$ cat config.mk
export PLATFORM = sky130hd
export DESIGN_NAME = fp16_mul_seq_flat
export DESIGN_NICKNAME = d
export VERILOG_FILES = /design/src/rtl/fp16_pkg.sv /design/src/rtl/fp16_mul_seq_if.sv /design/src/rtl/fp16_round_pack.sv /design/src/rtl/fp16_mul_seq.sv /design/src/flat_wrapper.sv
export SDC_FILE = /design/constraint.sdc
export NUM_CORES = 1
export LEC_CHECK = 0
export CAP_MARGIN = 20
export CORE_MARGIN = 1.5
export CORE_UTILIZATION = 53
export DETAILED_ROUTE_END_ITERATION = 16
export PLACE_DENSITY = 0.76
export RECOVER_POWER = 25
export SLEW_MARGIN = 20
export SYNTH_ARGS = -nofsm -noshare
export SYNTH_HDL_FRONTEND = slang
export SYNTH_SLANG_ARGS = --single-unit
$ cat constraint.sdc
create_clock -name i_clk -period 4.2 [get_ports i_clk]
set_input_delay 0.42 -clock i_clk [delete_from_list [all_inputs] [get_ports i_clk]]
set_output_delay 0.42 -clock i_clk [all_outputs]
set_load 0.05 [all_outputs]
$ cat src/rtl/fp16_pkg.sv
// Shared widths, constants, flag positions and FSM state encoding for the
// sequential binary16 multiplier.
package fp16_pkg;

  localparam int          EXP_W     = 5;
  localparam int          MANT_W    = 10;
  localparam int          EXP_BIAS  = 15;
  localparam logic [15:0] QNAN_HALF = 16'h7E00;
  localparam logic [4:0]  EXP_INF   = 5'h1F;
  localparam logic [3:0]  MUL_LAST  = 4'd10;

  localparam int FLAG_NV = 3;
  localparam int FLAG_OF = 2;
  localparam int FLAG_UF = 1;
  localparam int FLAG_NX = 0;

  typedef enum logic [1:0] {
    ST_IDLE = 2'd0,
    ST_MUL  = 2'd1,
    ST_NORM = 2'd2,
    ST_DONE = 2'd3
  } state_e;

  function automatic logic is_nan(input logic [EXP_W-1:0] e, input logic [MANT_W-1:0] m);
    return (e == EXP_INF) && (m != 10'd0);
  endfunction

endpackage

$ cat src/rtl/fp16_mul_seq_if.sv
// Operand/result handshake bundle between a producer/consumer and fp16_mul_seq.
interface fp16_mul_seq_if;
  import fp16_pkg::*;

  logic              in_valid;
  logic              in_ready;
  logic              sign_a_half;
  logic              sign_b_half;
  logic [EXP_W-1:0]  exp_a_half;
  logic [EXP_W-1:0]  exp_b_half;
  logic [MANT_W-1:0] mant_a_half;
  logic [MANT_W-1:0] mant_b_half;
  logic              out_valid;
  logic              out_ready;
  logic [15:0]       result_half;
  logic [3:0]        flags_half;

  modport master (
    output in_valid, sign_a_half, sign_b_half, exp_a_half, exp_b_half,
           mant_a_half, mant_b_half, out_ready,
    input  in_ready, out_valid, result_half, flags_half
  );

  modport slave (
    input  in_valid, sign_a_half, sign_b_half, exp_a_half, exp_b_half,
           mant_a_half, mant_b_half, out_ready,
    output in_ready, out_valid, result_half, flags_half
  );

endinterface

$ cat src/rtl/fp16_round_pack.sv
// Round-to-nearest-even and binary16 packing of a left-aligned 22-bit product
// (bit 21 is the hidden one), including overflow/underflow saturation.
module fp16_round_pack
  import fp16_pkg::*;
(
  input  logic              i_sign,
  input  logic signed [6:0] i_exp,
  input  logic [21:0]       i_prod,
  output logic [15:0]       o_result,
  output logic              o_of,
  output logic              o_uf,
  output logic              o_nx
);

  logic              w_guard;
  logic              w_sticky;
  logic              w_round_up;
  logic [10:0]       w_mant_sum;
  logic signed [6:0] w_exp_fin;

  assign w_guard    = i_prod[10];
  assign w_sticky   = |i_prod[9:0];
  assign w_round_up = w_guard & (w_sticky | i_prod[11]);
  assign w_mant_sum = {1'b0, i_prod[20:11]} + {10'd0, w_round_up};
  // A rounding carry leaves the mantissa field at zero and bumps the exponent.
  assign w_exp_fin  = i_exp + $signed({6'd0, w_mant_sum[10]});

  always_comb begin
    o_result = {i_sign, w_exp_fin[4:0], w_mant_sum[9:0]};
    o_of     = 1'b0;
    o_uf     = 1'b0;
    o_nx     = w_guard | w_sticky;
    if (!i_prod[21]) begin
      o_result = {i_sign, 15'd0};
      o_nx     = 1'b0;
    end else if (w_exp_fin >= 7'sd31) begin
      o_result = {i_sign, EXP_INF, 10'd0};
      o_of     = 1'b1;
      o_nx     = 1'b1;
    end else if (w_exp_fin <= 7'sd0) begin
      o_result = {i_sign, 15'd0};
      o_uf     = 1'b1;
      o_nx     = 1'b1;
    end else begin
      o_result = {i_sign, w_exp_fin[4:0], w_mant_sum[9:0]};
    end
  end

endmodule

$ cat src/rtl/fp16_mul_seq.sv
// Sequential binary16 multiplier: 11-step shift-add significand product,
// one normalise/round cycle, and a fast path for special operands.
module fp16_mul_seq
  import fp16_pkg::*;
(
  input  logic          i_clk,
  input  logic          i_rst_n,
  fp16_mul_seq_if.slave bus
);

  state_e            r_state;
  state_e            w_state_nxt;
  logic [3:0]        r_cnt;
  logic [10:0]       r_mcand;
  logic [10:0]       r_mplier;
  logic [21:0]       r_prod;
  logic signed [6:0] r_exp;
  logic              r_sign;
  logic [15:0]       r_result;
  logic [3:0]        r_flags;
  logic              r_out_valid;

  logic              w_accept;
  logic              w_a_nan, w_b_nan, w_a_inf, w_b_inf, w_a_zero, w_b_zero;
  logic              w_special;
  logic              w_sign;
  logic [15:0]       w_spec_result;
  logic [3:0]        w_spec_flags;
  logic [6:0]        w_exp_sum;
  logic [21:0]       w_addend;
  logic [21:0]       w_norm_prod;
  logic signed [6:0] w_norm_exp;
  logic [15:0]       w_rp_result;
  logic              w_rp_of, w_rp_uf, w_rp_nx;
  logic [3:0]        w_rp_flags;

  assign w_accept  = bus.in_valid && (r_state == ST_IDLE);
  assign w_sign    = bus.sign_a_half ^ bus.sign_b_half;
  assign w_a_nan   = is_nan(bus.exp_a_half, bus.mant_a_half);
  assign w_b_nan   = is_nan(bus.exp_b_half, bus.mant_b_half);
  assign w_a_inf   = (bus.exp_a_half == EXP_INF) && (bus.mant_a_half == 10'd0);
  assign w_b_inf   = (bus.exp_b_half == EXP_INF) && (bus.mant_b_half == 10'd0);
  // Subnormals are flushed: any zero exponent counts as a signed zero.
  assign w_a_zero  = (bus.exp_a_half == 5'd0);
  assign w_b_zero  = (bus.exp_b_half == 5'd0);
  assign w_special = (bus.exp_a_half == EXP_INF) || (bus.exp_b_half == EXP_INF) ||
                     w_a_zero || w_b_zero;
  assign w_exp_sum = {2'b00, bus.exp_a_half} + {2'b00, bus.exp_b_half} - 7'(EXP_BIAS);

  // Result and flags for special operands, decided entirely at accept time.
  always_comb begin
    w_spec_result = {w_sign, 15'd0};
    w_spec_flags  = 4'h0;
    if (w_a_nan || w_b_nan) begin
      w_spec_result         = QNAN_HALF;
      w_spec_flags[FLAG_NV] = (w_a_nan && !bus.mant_a_half[9]) ||
                              (w_b_nan && !bus.mant_b_half[9]);
    end else if ((w_a_inf && w_b_zero) || (w_b_inf && w_a_zero)) begin
      w_spec_result         = QNAN_HALF;
      w_spec_flags[FLAG_NV] = 1'b1;
    end else if (w_a_inf || w_b_inf) begin
      w_spec_result = {w_sign, EXP_INF, 10'd0};
    end else begin
      w_spec_result = {w_sign, 15'd0};
    end
  end

  assign w_addend    = r_mplier[r_cnt] ? ({11'd0, r_mcand} << r_cnt) : 22'd0;
  assign w_norm_prod = r_prod[21] ? r_prod : {r_prod[20:0], 1'b0};
  assign w_norm_exp  = r_exp + $signed({6'd0, r_prod[21]});

  fp16_round_pack u_round_pack (
    .i_sign   (r_sign),
    .i_exp    (w_norm_exp),
    .i_prod   (w_norm_prod),
    .o_result (w_rp_result),
    .o_of     (w_rp_of),
    .o_uf     (w_rp_uf),
    .o_nx     (w_rp_nx)
  );

  // Pack rounding flags into their {NV,OF,UF,NX} positions.
  always_comb begin
    w_rp_flags          = 4'h0;
    w_rp_flags[FLAG_OF] = w_rp_of;
    w_rp_flags[FLAG_UF] = w_rp_uf;
    w_rp_flags[FLAG_NX] = w_rp_nx;
  end

  // State register.
  always_ff @(posedge i_clk or negedge i_rst_n) begin
    if (!i_rst_n) r_state <= ST_IDLE;
    else          r_state <= w_state_nxt;
  end

  // Next-state decode.
  always_comb begin
    w_state_nxt = r_state;
    case (r_state)
      ST_IDLE: if (w_accept) w_state_nxt = w_special ? ST_DONE : ST_MUL;
               else          w_state_nxt = ST_IDLE;
      ST_MUL:  if (r_cnt == MUL_LAST) w_state_nxt = ST_NORM;
               else                   w_state_nxt = ST_MUL;
      ST_NORM: w_state_nxt = ST_DONE;
      ST_DONE: if (bus.out_ready) w_state_nxt = ST_IDLE;
               else               w_state_nxt = ST_DONE;
      default: w_state_nxt = ST_IDLE;
    endcase
  end

  // Datapath: operand capture, shift-add steps, rounding and result hold.
  always_ff @(posedge i_clk or negedge i_rst_n) begin
    if (!i_rst_n) begin
      r_cnt       <= 4'd0;
      r_mcand     <= 11'd0;
      r_mplier    <= 11'd0;
      r_prod      <= 22'd0;
      r_exp       <= 7'sd0;
      r_sign      <= 1'b0;
      r_result    <= 16'h0000;
      r_flags     <= 4'h0;
      r_out_valid <= 1'b0;
    end else begin
      case (r_state)
        ST_IDLE: begin
          if (w_accept && w_special) begin
            r_result    <= w_spec_result;
            r_flags     <= w_spec_flags;
            r_out_valid <= 1'b1;
          end else if (w_accept) begin
            r_cnt    <= 4'd0;
            r_mcand  <= {1'b1, bus.mant_a_half};
            r_mplier <= {1'b1, bus.mant_b_half};
            r_prod   <= 22'd0;
            r_exp    <= $signed(w_exp_sum);
            r_sign   <= w_sign;
          end
        end
        ST_MUL: begin
          r_prod <= r_prod + w_addend;
          r_cnt  <= r_cnt + 4'd1;
        end
        ST_NORM: begin
          r_result    <= w_rp_result;
          r_flags     <= w_rp_flags;
          r_out_valid <= 1'b1;
        end
        ST_DONE: begin
          if (bus.out_ready) r_out_valid <= 1'b0;
        end
        default: r_out_valid <= 1'b0;
      endcase
    end
  end

  assign bus.in_ready    = (r_state == ST_IDLE);
  assign bus.out_valid   = r_out_valid;
  assign bus.result_half = r_result;
  assign bus.flags_half  = r_flags;

endmodule

$ cat src/flat_wrapper.sv
// flat-port wrapper written by rule: the top's interface ports become plain ports
module fp16_mul_seq_flat import fp16_pkg::*;
  (i_clk, i_rst_n, bus_in_valid, bus_sign_a_half, bus_sign_b_half, bus_exp_a_half, bus_exp_b_half, bus_mant_a_half, bus_mant_b_half, bus_out_ready, bus_in_ready, bus_out_valid, bus_result_half, bus_flags_half);
  fp16_mul_seq_if bus_i ();
  input  logic i_clk;
  input  logic i_rst_n;
  input wire logic [$bits(bus_i.in_valid)-1:0] bus_in_valid;
  input wire logic [$bits(bus_i.sign_a_half)-1:0] bus_sign_a_half;
  input wire logic [$bits(bus_i.sign_b_half)-1:0] bus_sign_b_half;
  input wire logic [$bits(bus_i.exp_a_half)-1:0] bus_exp_a_half;
  input wire logic [$bits(bus_i.exp_b_half)-1:0] bus_exp_b_half;
  input wire logic [$bits(bus_i.mant_a_half)-1:0] bus_mant_a_half;
  input wire logic [$bits(bus_i.mant_b_half)-1:0] bus_mant_b_half;
  input wire logic [$bits(bus_i.out_ready)-1:0] bus_out_ready;
  output wire logic [$bits(bus_i.in_ready)-1:0] bus_in_ready;
  output wire logic [$bits(bus_i.out_valid)-1:0] bus_out_valid;
  output wire logic [$bits(bus_i.result_half)-1:0] bus_result_half;
  output wire logic [$bits(bus_i.flags_half)-1:0] bus_flags_half;
  assign bus_i.in_valid = bus_in_valid;
  assign bus_i.sign_a_half = bus_sign_a_half;
  assign bus_i.sign_b_half = bus_sign_b_half;
  assign bus_i.exp_a_half = bus_exp_a_half;
  assign bus_i.exp_b_half = bus_exp_b_half;
  assign bus_i.mant_a_half = bus_mant_a_half;
  assign bus_i.mant_b_half = bus_mant_b_half;
  assign bus_i.out_ready = bus_out_ready;
  assign bus_in_ready = bus_i.in_ready;
  assign bus_out_valid = bus_i.out_valid;
  assign bus_result_half = bus_i.result_half;
  assign bus_flags_half = bus_i.flags_half;
  fp16_mul_seq u_core (.i_clk(i_clk), .i_rst_n(i_rst_n), .bus(bus_i));
endmodule
==> results of run 1 <==
==> worst reg2reg max path: cells and delay by family (launching register included) <==
family / cells / cell delay [ns]
flops: 1 / 0.42
fa+ha+maj: 3 / 0.79
compound gates: 4 / 0.90
mux: 1 / 0.23
simple gates: 5 / 1.18
buf+inv: 2 / 0.24
==> power by group through the flow <==
stage                     combinational, mW  clock [mW]  sequential, mW
after floorplan                        2.17           0            1.55
after global placement                 3.10           0            1.39
after detailed placement               3.16           0            1.42
after CTS                              3.17       0.576            1.41
after global routing                   3.50       0.606            1.45
final                                  3.22       0.563            1.41
==> registers in the layout, summed over array words and instances, names as in the netlist <==
name,count
u_core.r_state,2
u_core.bus.out_valid,1
u_core.r_exp,7
u_core.bus.flags_half,4
u_core.r_sign,1
u_core.r_mcand,10
u_core.bus.result_half,16
u_core.r_prod,22
u_core.r_cnt,4
u_core.r_mplier,11
==> per-stage QoR <==
| step | hold slack, ns | util |
|---|---|---|
| 2_1_floorplan | 0.124 | - |
| 3_3_place_gp | 0.472 | 0.621 |
| 3_5_place_dp | 0.479 | 0.621 |
| 4_1_cts | 0.231 | 0.639 |
| 5_1_grt | 0.506 | 0.642 |
| 6_report | 0.491 | 0.642 |
==> synth_stat cells, types with 11 or more instances <==
cell type	count
sky130_fd_sc_hd__o21ai_0	43
sky130_fd_sc_hd__inv_1	14
sky130_fd_sc_hd__xnor2_1	19
sky130_fd_sc_hd__a21o_1	13
sky130_fd_sc_hd__mux2i_1	19
sky130_fd_sc_hd__a21oi_1	37
sky130_fd_sc_hd__mux2_2	26
sky130_fd_sc_hd__a22o_1	12
sky130_fd_sc_hd__nand2_1	74
sky130_fd_sc_hd__clkbuf_1	21
sky130_fd_sc_hd__xor2_1	19
sky130_fd_sc_hd__nor2_1	44
sky130_fd_sc_hd__buf_2	15
sky130_fd_sc_hd__nand3_1	23
sky130_fd_sc_hd__dfrtp_1	78
sky130_fd_sc_hd__ha_1	31
sky130_fd_sc_hd__o22ai_1	11
==> worst max-delay path by stage <==
stage	from	to	slack, ns	cells after the start
2_1_floorplan	u_core.r_prod[21]$_DFFE_PN0P_	u_core.bus.result_half[9]$_DFFE_PN0P_	0.09	19
3_3_place_gp	u_core.r_cnt[0]$_DFFE_PN0P_	u_core.r_prod[20]$_DFFE_PN0P_	0.17	14
3_5_place_dp	u_core.r_prod[21]$_DFFE_PN0P_	u_core.bus.result_half[12]$_DFFE_PN0P_	0.13	15
4_1_cts	u_core.r_cnt[0]$_DFFE_PN0P_	u_core.r_prod[20]$_DFFE_PN0P_	0.08	14
5_1_grt	u_core.r_prod[21]$_DFFE_PN0P_	u_core.bus.result_half[10]$_DFFE_PN0P_	0.02	15
6_report	u_core.r_prod[21]$_DFFE_PN0P_	u_core.bus.result_half[11]$_DFFE_PN0P_	0.30	15
==> area by class of cell <==
class | count | area share
Multi-Input combinational cell | 512 | 0.540
Tap cell | 136 | 0.0255
Sequential cell | 78 | 0.292
Clock inverter | 7 | 0.00973
Inverter | 16 | 0.00899
Clock buffer | 9 | 0.0185
Timing Repair Buffer | 75 | 0.105
==> cell families (layout without fill, tap and decap cells) <==
family / Yosys count / count (layout) / synth area share
AO/OA/AOI/OAI: 172 / 172 / 0.199
XOR/XNOR: 38 / 38 / 0.0578
adder cells (fa/ha/maj): 34 / 34 / 0.0778
buffers and inverters: 54 / 107 / 0.0385
flip-flops: 78 / 78 / 0.339
multiplexers: 50 / 50 / 0.104
AND/OR/NAND/NOR: 218 / 218 / 0.184
==> layer usage <==
layer  global-route usage  share of wire  routed length, um  vias up
li1                     -              -                  -     2471
met1                0.344           0.45               6450     2452
met2                0.435           0.48               6890      153
met3               0.0395          0.047                671       33
met4                0.119          0.026                370        0
met5                    0              0                  0        -
==> results.md, run 1 <==
- After synthesis, the cell types taking the most area are sky130_fd_sc_hd__dfrtp_1 34%, sky130_fd_sc_hd__ha_1 6.7%, sky130_fd_sc_hd__mux2_2 5.1%.
- The worst hold path depth is 2.
- The final number of max-transition violations came to between 70 and 80.
- The horizontal extent of the die is between 100 and 150 um.
- The worst clock skew on the final layout is roughly 0.016 ns.
- The path with the worst hold slack has its endpoint at u_core.bus.flags_half[0]$_DFFE_PN0P_.
- Of the total power, the share spent switching nets is 0.497.
- The maximum resistive drop on vdd is 0.000347 V.
- The worst register-to-register path ends at u_core.bus.result_half[11]$_DFFE_PN0P_.
- Entering global routing, the biggest net connects 79 pins.
- The total via count in the routed design is 5,109.
- The initial antenna violation count is 0.
- The clock-pin slew on the worst setup and hold paths is 0.10 ns.
- Dividing total power by cell area gives a power density of 777 mW/mm^2.
- The clock sink count is between 70 and 80.
- Post-CTS timing repair inserted 0 buffers for setup.
- The critical path required time is between 4 and 5 ns.
- Across every metal layer, demand over resource in global routing totals 0.265.
- The final layout contains routed wiring with a total length of 14.4 mm.
- The remaining antenna violation count after routing is 0.
- The multi-input combinational cells in the finished layout cover a total of 0.00361 sq mm.
- The total grt overflow is 0.
- Counting flops and latches in the post-synthesis netlist gives 78.
- The setup slack at placement is approximately 0.13 ns.
- The actual transition at the worst max-transition pin is 1.91 ns.
- The kind of cell adding the most delay to the critical path is simple AND/OR/NAND/NOR gates.
- STA classifies the critical path endpoint as a flip-flop.
- The number of top-level pins is between 50 and 60.
- The length of the first detailed-routing pass in iterations is 5.
- STA classifies the critical path startpoint as a flip-flop.
- Of all nets on the critical path, the largest fanout is 6.
- The number of vias per cell after detailed routing is ~6.
- The dominant cell type by count on the critical path is sky130_fd_sc_hd__ha_1.
- The via count of the first global-routing pass is 4,952.
- The origin of the worst min-delay path is u_core.bus.flags_half[0]$_DFFE_PN0P_.
- Input and output buffers added on the ports amount to 57.
- The root buffer cell chosen for the clock tree is sky130_fd_sc_hd__clkbuf_8.
- The completed layout was analyzed and its total power is a little over 5 mW.
- The buffering stage count on the worst path with inverters included is 2.
- In this run the critical register-to-register path is launched from u_core.r_prod[21]$_DFFE_PN0P_.
- The critical path goes through buf_4 -> mux2_2 -> ha_1 -> nand4_1 -> a21oi_2 -> nor3b_4 -> nand3_1 -> fa_1 -> inv_1 -> ha_1 -> a31oi_1 -> or4_1 -> o31ai_4 -> nor2_1 -> a221o_1.
- Setup repair after global routing left no endpoint under its margin.
- For this design the total switching power over the nets is about 2.6 mW.
- The synthesized design contains 0 enable-type register cells.
- The layout-stage area growth over the synthesis result is 16.2%.
- The number of buffers created by CTS is 9.
- The maximum single-stage delay on the critical path is 0.55 ns.
- For this design the static power due to leakage is about 2.9 nW.
- The arrival time at the worst endpoint is 4.16 ns.
- The repair_antennas step left the layout with diodes totalling 0.
- During synthesis, Yosys emitted a total of 0 warnings.
- In this run, the number of DRC markers left after iteration 0 of detailed routing was around 300.
- The library cell used most frequently in the layout, excluding fill and tap cells, is sky130_fd_sc_hd__dfrtp_1.
- The standard cell core area is 0.0104 sq mm.
- The number of buffers on the longest clock path is 2.
- The final reports fail on max-capacitance violations, max-slew violations.
- The die covers around 0.011 sq mm.
- The worst min-delay path category is flip-flop to flip-flop.
- The flow ran to the end, but the final reports show violations.
- Counting the fill cells in the layout gives 877.
- The slack of the worst reg-to-reg path is a little under 0.3 ns.
- The congestion estimate from routability-driven global placement came to between 0.9 and 1.
- The critical path in this run is classified as flip-flop to flip-flop.
- The half-perimeter wire length after placement is ~11 mm.
- The sequential cells in the finished layout cover a total of a little under 0.002 sq mm.
- The final sum of negative setup slack is 0 ns.
- The part of the total power dissipated in sequential elements is 0.271.
- Measured along the y axis, the die boundary spans about 110 um.
- The cell at the slowest stage of the critical path is sky130_fd_sc_hd__or4_1.
- The initialized floorplan defines 37 standard-cell rows.
- The power share of the combinational group is 0.620.
- For this configuration, the core starts out at a cell density of 0.552.
- Of the total power, the clock network draws 0.108.
- The leading area contributor after synthesis is sky130_fd_sc_hd__dfrtp_1.
- Synthesis produced a netlist with a net count of 714.
- The final worst slack is just under 0.3 ns.
- The top cell types in the final layout, fill and taps aside, are 78 x sky130_fd_sc_hd__dfrtp_1, 74 x sky130_fd_sc_hd__nand2_1, 56 x sky130_fd_sc_hd__clkdlybuf4s50_1.
- Setup violations remaining at the end of the flow were counted as 0.
- At the end of the flow, the number of nets in the layout was approximately 760.
- The non-filler instance count after layout is 833.
- The worst path needs ~4 ns of the cycle, external delays included.
- The clock network latency to the later pin of the worst-skew pair is around 0.38 ns.
- The synthesized netlist occupies a cell area of 0.00575 sq mm.
- The first global-routing pass estimated 23.7 mm of wire.
- The number of violations of the max-capacitance limit is 1.
- The number of H-tree levels is 3.
- Of the post-synthesis cell area, the dominant cell type holds 0.339.
- Of the available clock period, the critical path in the final layout requires 0.930.
- Measured in cells, the most critical reg-to-reg path has a length of 15.
- After detailed routing, the average wire length per cell comes to approximately 17 um.
- The internal power contribution is ~2.6 mW.
- In this run, post-CTS repair resized a total of 0 instances.
- In this run the tightest slew margin relative to its limit is -0.270.
- The number of hold-slack violations in the final timing report is 0.
- Timing would allow up to 256 MHz.
- The CTS tree is done.
- The number of distinct library cells after synthesis is around 60.
- After detailed routing, the number of remaining DRC violations is 0.
- The synthesized instance count is about 640.
- The placed standard-cell area is ~0.0065 sq mm.
- The finished layout cell area is ~0.0067 sq mm.
- The number of hold buffers added after CTS is 0.
- Of the cells placed in the final design, the portion with a size suffix greater than 1 is 0.112.
- Counting tap cells, the placed design contains a total of a little over 800 instances.
- The sequential-to-total area share from yosys stat is 0.339.
- The share of async-settable or async-resettable flops after synthesis is 1.00.
- The primary flip-flop cell chosen by synthesis mapping is sky130_fd_sc_hd__dfrtp_1.
- The mean cell area of the mapped netlist is 8.94 sq um.
No activity file was read; power rests on OpenSTA's default activity.
==> run 2, diff against run 1 <==
Settings changed: SETUP_SLACK_MARGIN set to 0.3.
==> run 2 against run 1 <==
Net effect: sequential cell count did not move; clock skew rose by 0.0021 ns; sequential share of layout area fell by 0.40 points; wire length rose by 0.95%; the run still ends with max-capacitance violations, max-slew violations left; sequential power barely moved; power rose by 2.3%; via count fell by 0.51%; non-clock buffer count did not move; global-route usage rose by 0.14 points.
==> results.md, run 2 (synthesis gave the netlist of run 1 again) <==
- Along the worst path, the maximum fanout reaches 7.
- The CTS tree is done.
- Among all stages on the critical path, the largest delay is contributed by sky130_fd_sc_hd__or4_4.
- The buffer cell driving the clock tree root is sky130_fd_sc_hd__clkbuf_8.
- The initial core utilization is 0.552.
- In the layout the commonest cells are 77 x sky130_fd_sc_hd__dfrtp_1, 74 x sky130_fd_sc_hd__nand2_1, 56 x sky130_fd_sc_hd__clkdlybuf4s50_1.
- The number of buffers created by CTS is 9.
- The worst setup path category is flip-flop to flip-flop.
- The post-route total power is between 5 and 6 mW.
- The analysis attributes to cell leakage a power of about 2.9 nW.
- The detail route stage leaves a number of antenna-violating nets equal to 0.
- The startpoint identified for the worst register-to-register timing path is u_core.r_prod[21]$_DFFE_PN0P_.
- Cell internal power was estimated by the tool at approximately 2.8 mW.
- The dominant cell type by count on the critical path is sky130_fd_sc_hd__ha_2.
- Using the TritonRoute via totals, the vias-per-cell ratio works out to between 6 and 7.
- The worst setup path is launched from a flip-flop.
- From synthesis to final layout, the design area changed by 17.8%.
- The number of cells on the worst reg-to-reg path is 14.
- The floorplan step defined a core boundary enclosing between 0.01 and 0.015 sq mm.
- 58 I/O pins were placed.
- The global placement routability congestion is about 0.89.
- In the finished design, the share of the clock period the worst path needs comes to 0.905.
- The flip-flop count of the largest register after layout is 22.
- In the global route stage, overall resource usage came out at 0.266.
- The library cell used most frequently in the layout, excluding fill and tap cells, is sky130_fd_sc_hd__dfrtp_1.
- The arrival time at the worst endpoint is around 4.1 ns.
- The clock sink count is between 70 and 80.
- The half-perimeter wire length after placement is around 11 mm.
- The maximum number of pins on one net before global-route repair is between 70 and 80.
- The fraction of layout instances using a drive strength above 1 is 0.129.
- In this run the core area contains 37 standard-cell rows.
- In the final routed layout, each cell accounts on average for ~17 um.
- The part of the total power dissipated in sequential elements is 0.264.
- The clock tree synthesis step divided the H-tree into 3 levels.
- The register name with the most flops is u_core.r_prod.
- The worst pin sits at a relative slew slack of -0.261.
- The clock network latency to the later pin of the worst-skew pair is 0.39 ns.
- The total via count in the routed design is roughly 5.1k.
- The worst hold path depth is 2.
- The maximum single-stage delay on the critical path is roughly 0.56 ns.
- The die covers ~0.011 sq mm.
- The endpoint of the most critical register-to-register path is u_core.bus.result_half[11]$_DFFE_PN0P_.
- For this run, the top clock speed supported by timing is about 260 MHz.
- The number of buffers on the longest clock path is 2.
- In the routed design, unresolved DRC markers number 0.
- The final number of max-transition violations is 79.
- The path with the worst hold slack has its endpoint at u_core.bus.flags_half[0]$_DFFE_PN0P_.
- The die is roughly 110 um wide.
- Measured along the y axis, the die boundary spans around 110 um.
- The run finished, with violations left.
- The final sum of negative setup slack is 0 ns.
- The power share of the combinational group is 0.611.
- The length of the first detailed-routing pass in iterations is 5.
- Hold is met by a little under 0.5 ns.
- The initial antenna violation count is 0.
- The number of nets in the finished design is 762.
- The number of hold buffers added after CTS was 0.
- Setup violations remaining at the end of the flow were counted as 0.
- The worst min-delay path category is flip-flop to flip-flop.
- The first-pass GRT wire length is 24.0 mm.
- Across the VDD grid, the largest voltage drop is around 0.00043 V.
- The slack of the worst reg-to-reg path is around 0.4 ns.
- Data on the critical path is required at its endpoint by 4.47 ns.
- Setup slack on the critical path of the routed design comes to approximately 0.40 ns.
- For the pin with the worst max-slew slack, the measured transition is between 1.5 and 2 ns.
- After layout, the minimum clock period comes to around 3.8 ns.
- Setup repair after global routing left no endpoint under its margin.
- The net switching power figure is between 2 and 3 mW.
- The power density of the placed cells is 783 mW/mm^2.
- The number of violations of the max-capacitance limit is 1.
- In this run the most critical hold path is launched from u_core.bus.flags_half[0]$_DFFE_PN0P_.
- After detailed routing, the total wire length is roughly 15 mm.
- After global routing the overflow that remains totals 0.
- The port buffer count is 57.
- The via count of the first global-routing pass is 4,875.
- Walking the worst path, the cells encountered are nand2b_2 -> a21boi_2 -> ha_2 -> nand4_1 -> a21oi_2 -> nor3b_4 -> nand3_1 -> fa_2 -> inv_1 -> ha_2 -> or4_4 -> o31ai_4 -> nor2_2 -> a221o_1.
- The number of inserted diodes is 0.
- The layout has 890 filler cells.
- The number of hold-slack violations in the final timing report is 0.
- At the end of the flow the core is filled with cells to 0.651.
- STA classifies the critical path endpoint as a flip-flop.
- The checks that failed: max-capacitance violations, max-slew violations.
- Of the total power, the share spent switching nets is 0.480.
- The clock-pin slew on the worst setup and hold paths is 0.08 ns.
- The initial detailed-routing violation count is around 290.
- The relative contribution of the clock network to total power is 0.125.
- The worst clock skew on the final layout is ~0.018 ns.
- OpenSTA, run right after detailed placement, puts the worst setup slack at approximately 0.12 ns.
run 2: timing repair:
item,in CTS,in global routing
setup buffers,0,3
endpoints found under the setup margin,15,20
gates resized for setup,8,15
pin swaps,0,2
run 2: critical path: cells and delay by family, from the launching register on:
kind,cells,cell delay (ns)
compound gates,4,0.92
fa+ha+maj,3,0.88
buf+inv,1,0.07
flops,1,0.46
simple gates,6,1.35
run 2: worst max path at each step:
stage,from,endpoint,slack (ns)
floorplan,u_core.r_prod[21]$_DFFE_PN0P_,u_core.bus.result_half[9]$_DFFE_PN0P_,0.32
global placement,u_core.r_prod[21]$_DFFE_PN0P_,u_core.bus.result_half[10]$_DFFE_PN0P_,0.26
detailed placement,u_core.r_prod[21]$_DFFE_PN0P_,u_core.bus.result_half[11]$_DFFE_PN0P_,0.12
CTS,u_core.r_prod[21]$_DFFE_PN0P_,u_core.bus.result_half[9]$_DFFE_PN0P_,0.30
global route,u_core.r_prod[21]$_DFFE_PN0P_,u_core.bus.result_half[11]$_DFFE_PN0P_,0.24
finish,u_core.r_prod[21]$_DFFE_PN0P_,u_core.bus.result_half[11]$_DFFE_PN0P_,0.40
run 2: metrics by stage:
step / cells / cell area [sq um]
2_1_floorplan: 644 / 5760
3_3_place_gp: 814 / 6450
3_5_place_dp: 814 / 6450
4_1_cts: 830 / 6710
5_1_grt: 833 / 6780
6_report: 833 / 6780
run 2: per-layer routing:
metal | global-route usage | part of all wire | up-vias | routed length, um
met2 | 0.448 | 0.49 | 161 | 7080
li1 | - | - | 2471 | -
met1 | 0.344 | 0.44 | 2423 | 6450
met3 | 0.0571 | 0.050 | 28 | 723
met4 | 0.0771 | 0.019 | 0 | 273
met5 | 0 | 0 | - | 0
run 2: final cells by class:
class / instances / area [sq um] / area share
Clock buffer: 11 / 151 / 0.0223
Clock inverter: 5 / 81.3 / 0.0120
Inverter: 16 / 63.8 / 0.00941
Multi-Input combinational cell: 512 / 3650 / 0.539
Sequential cell: 78 / 1950 / 0.288
Tap cell: 136 / 170 / 0.0251
Timing Repair Buffer: 75 / 708 / 0.104
run 2: power by group through the flow:
| stage | registers (mW) | clock network [mW] | logic (mW) |
|---|---|---|---|
| after floorplan | 1.55 | 0 | 2.17 |
| after global placement | 1.39 | 0 | 3.10 |
| after detailed placement | 1.40 | 0 | 3.14 |
| after CTS | 1.39 | 0.680 | 3.18 |
| after global routing | 1.45 | 0.712 | 3.55 |
| final | 1.40 | 0.666 | 3.24 |
==> run 3, diff against run 2 <==
Settings changed: SKIP_LAST_GASP set to 1.
==> results of run 3 <==
No change in the layout: final DEF, timing and power equal those of run 2.
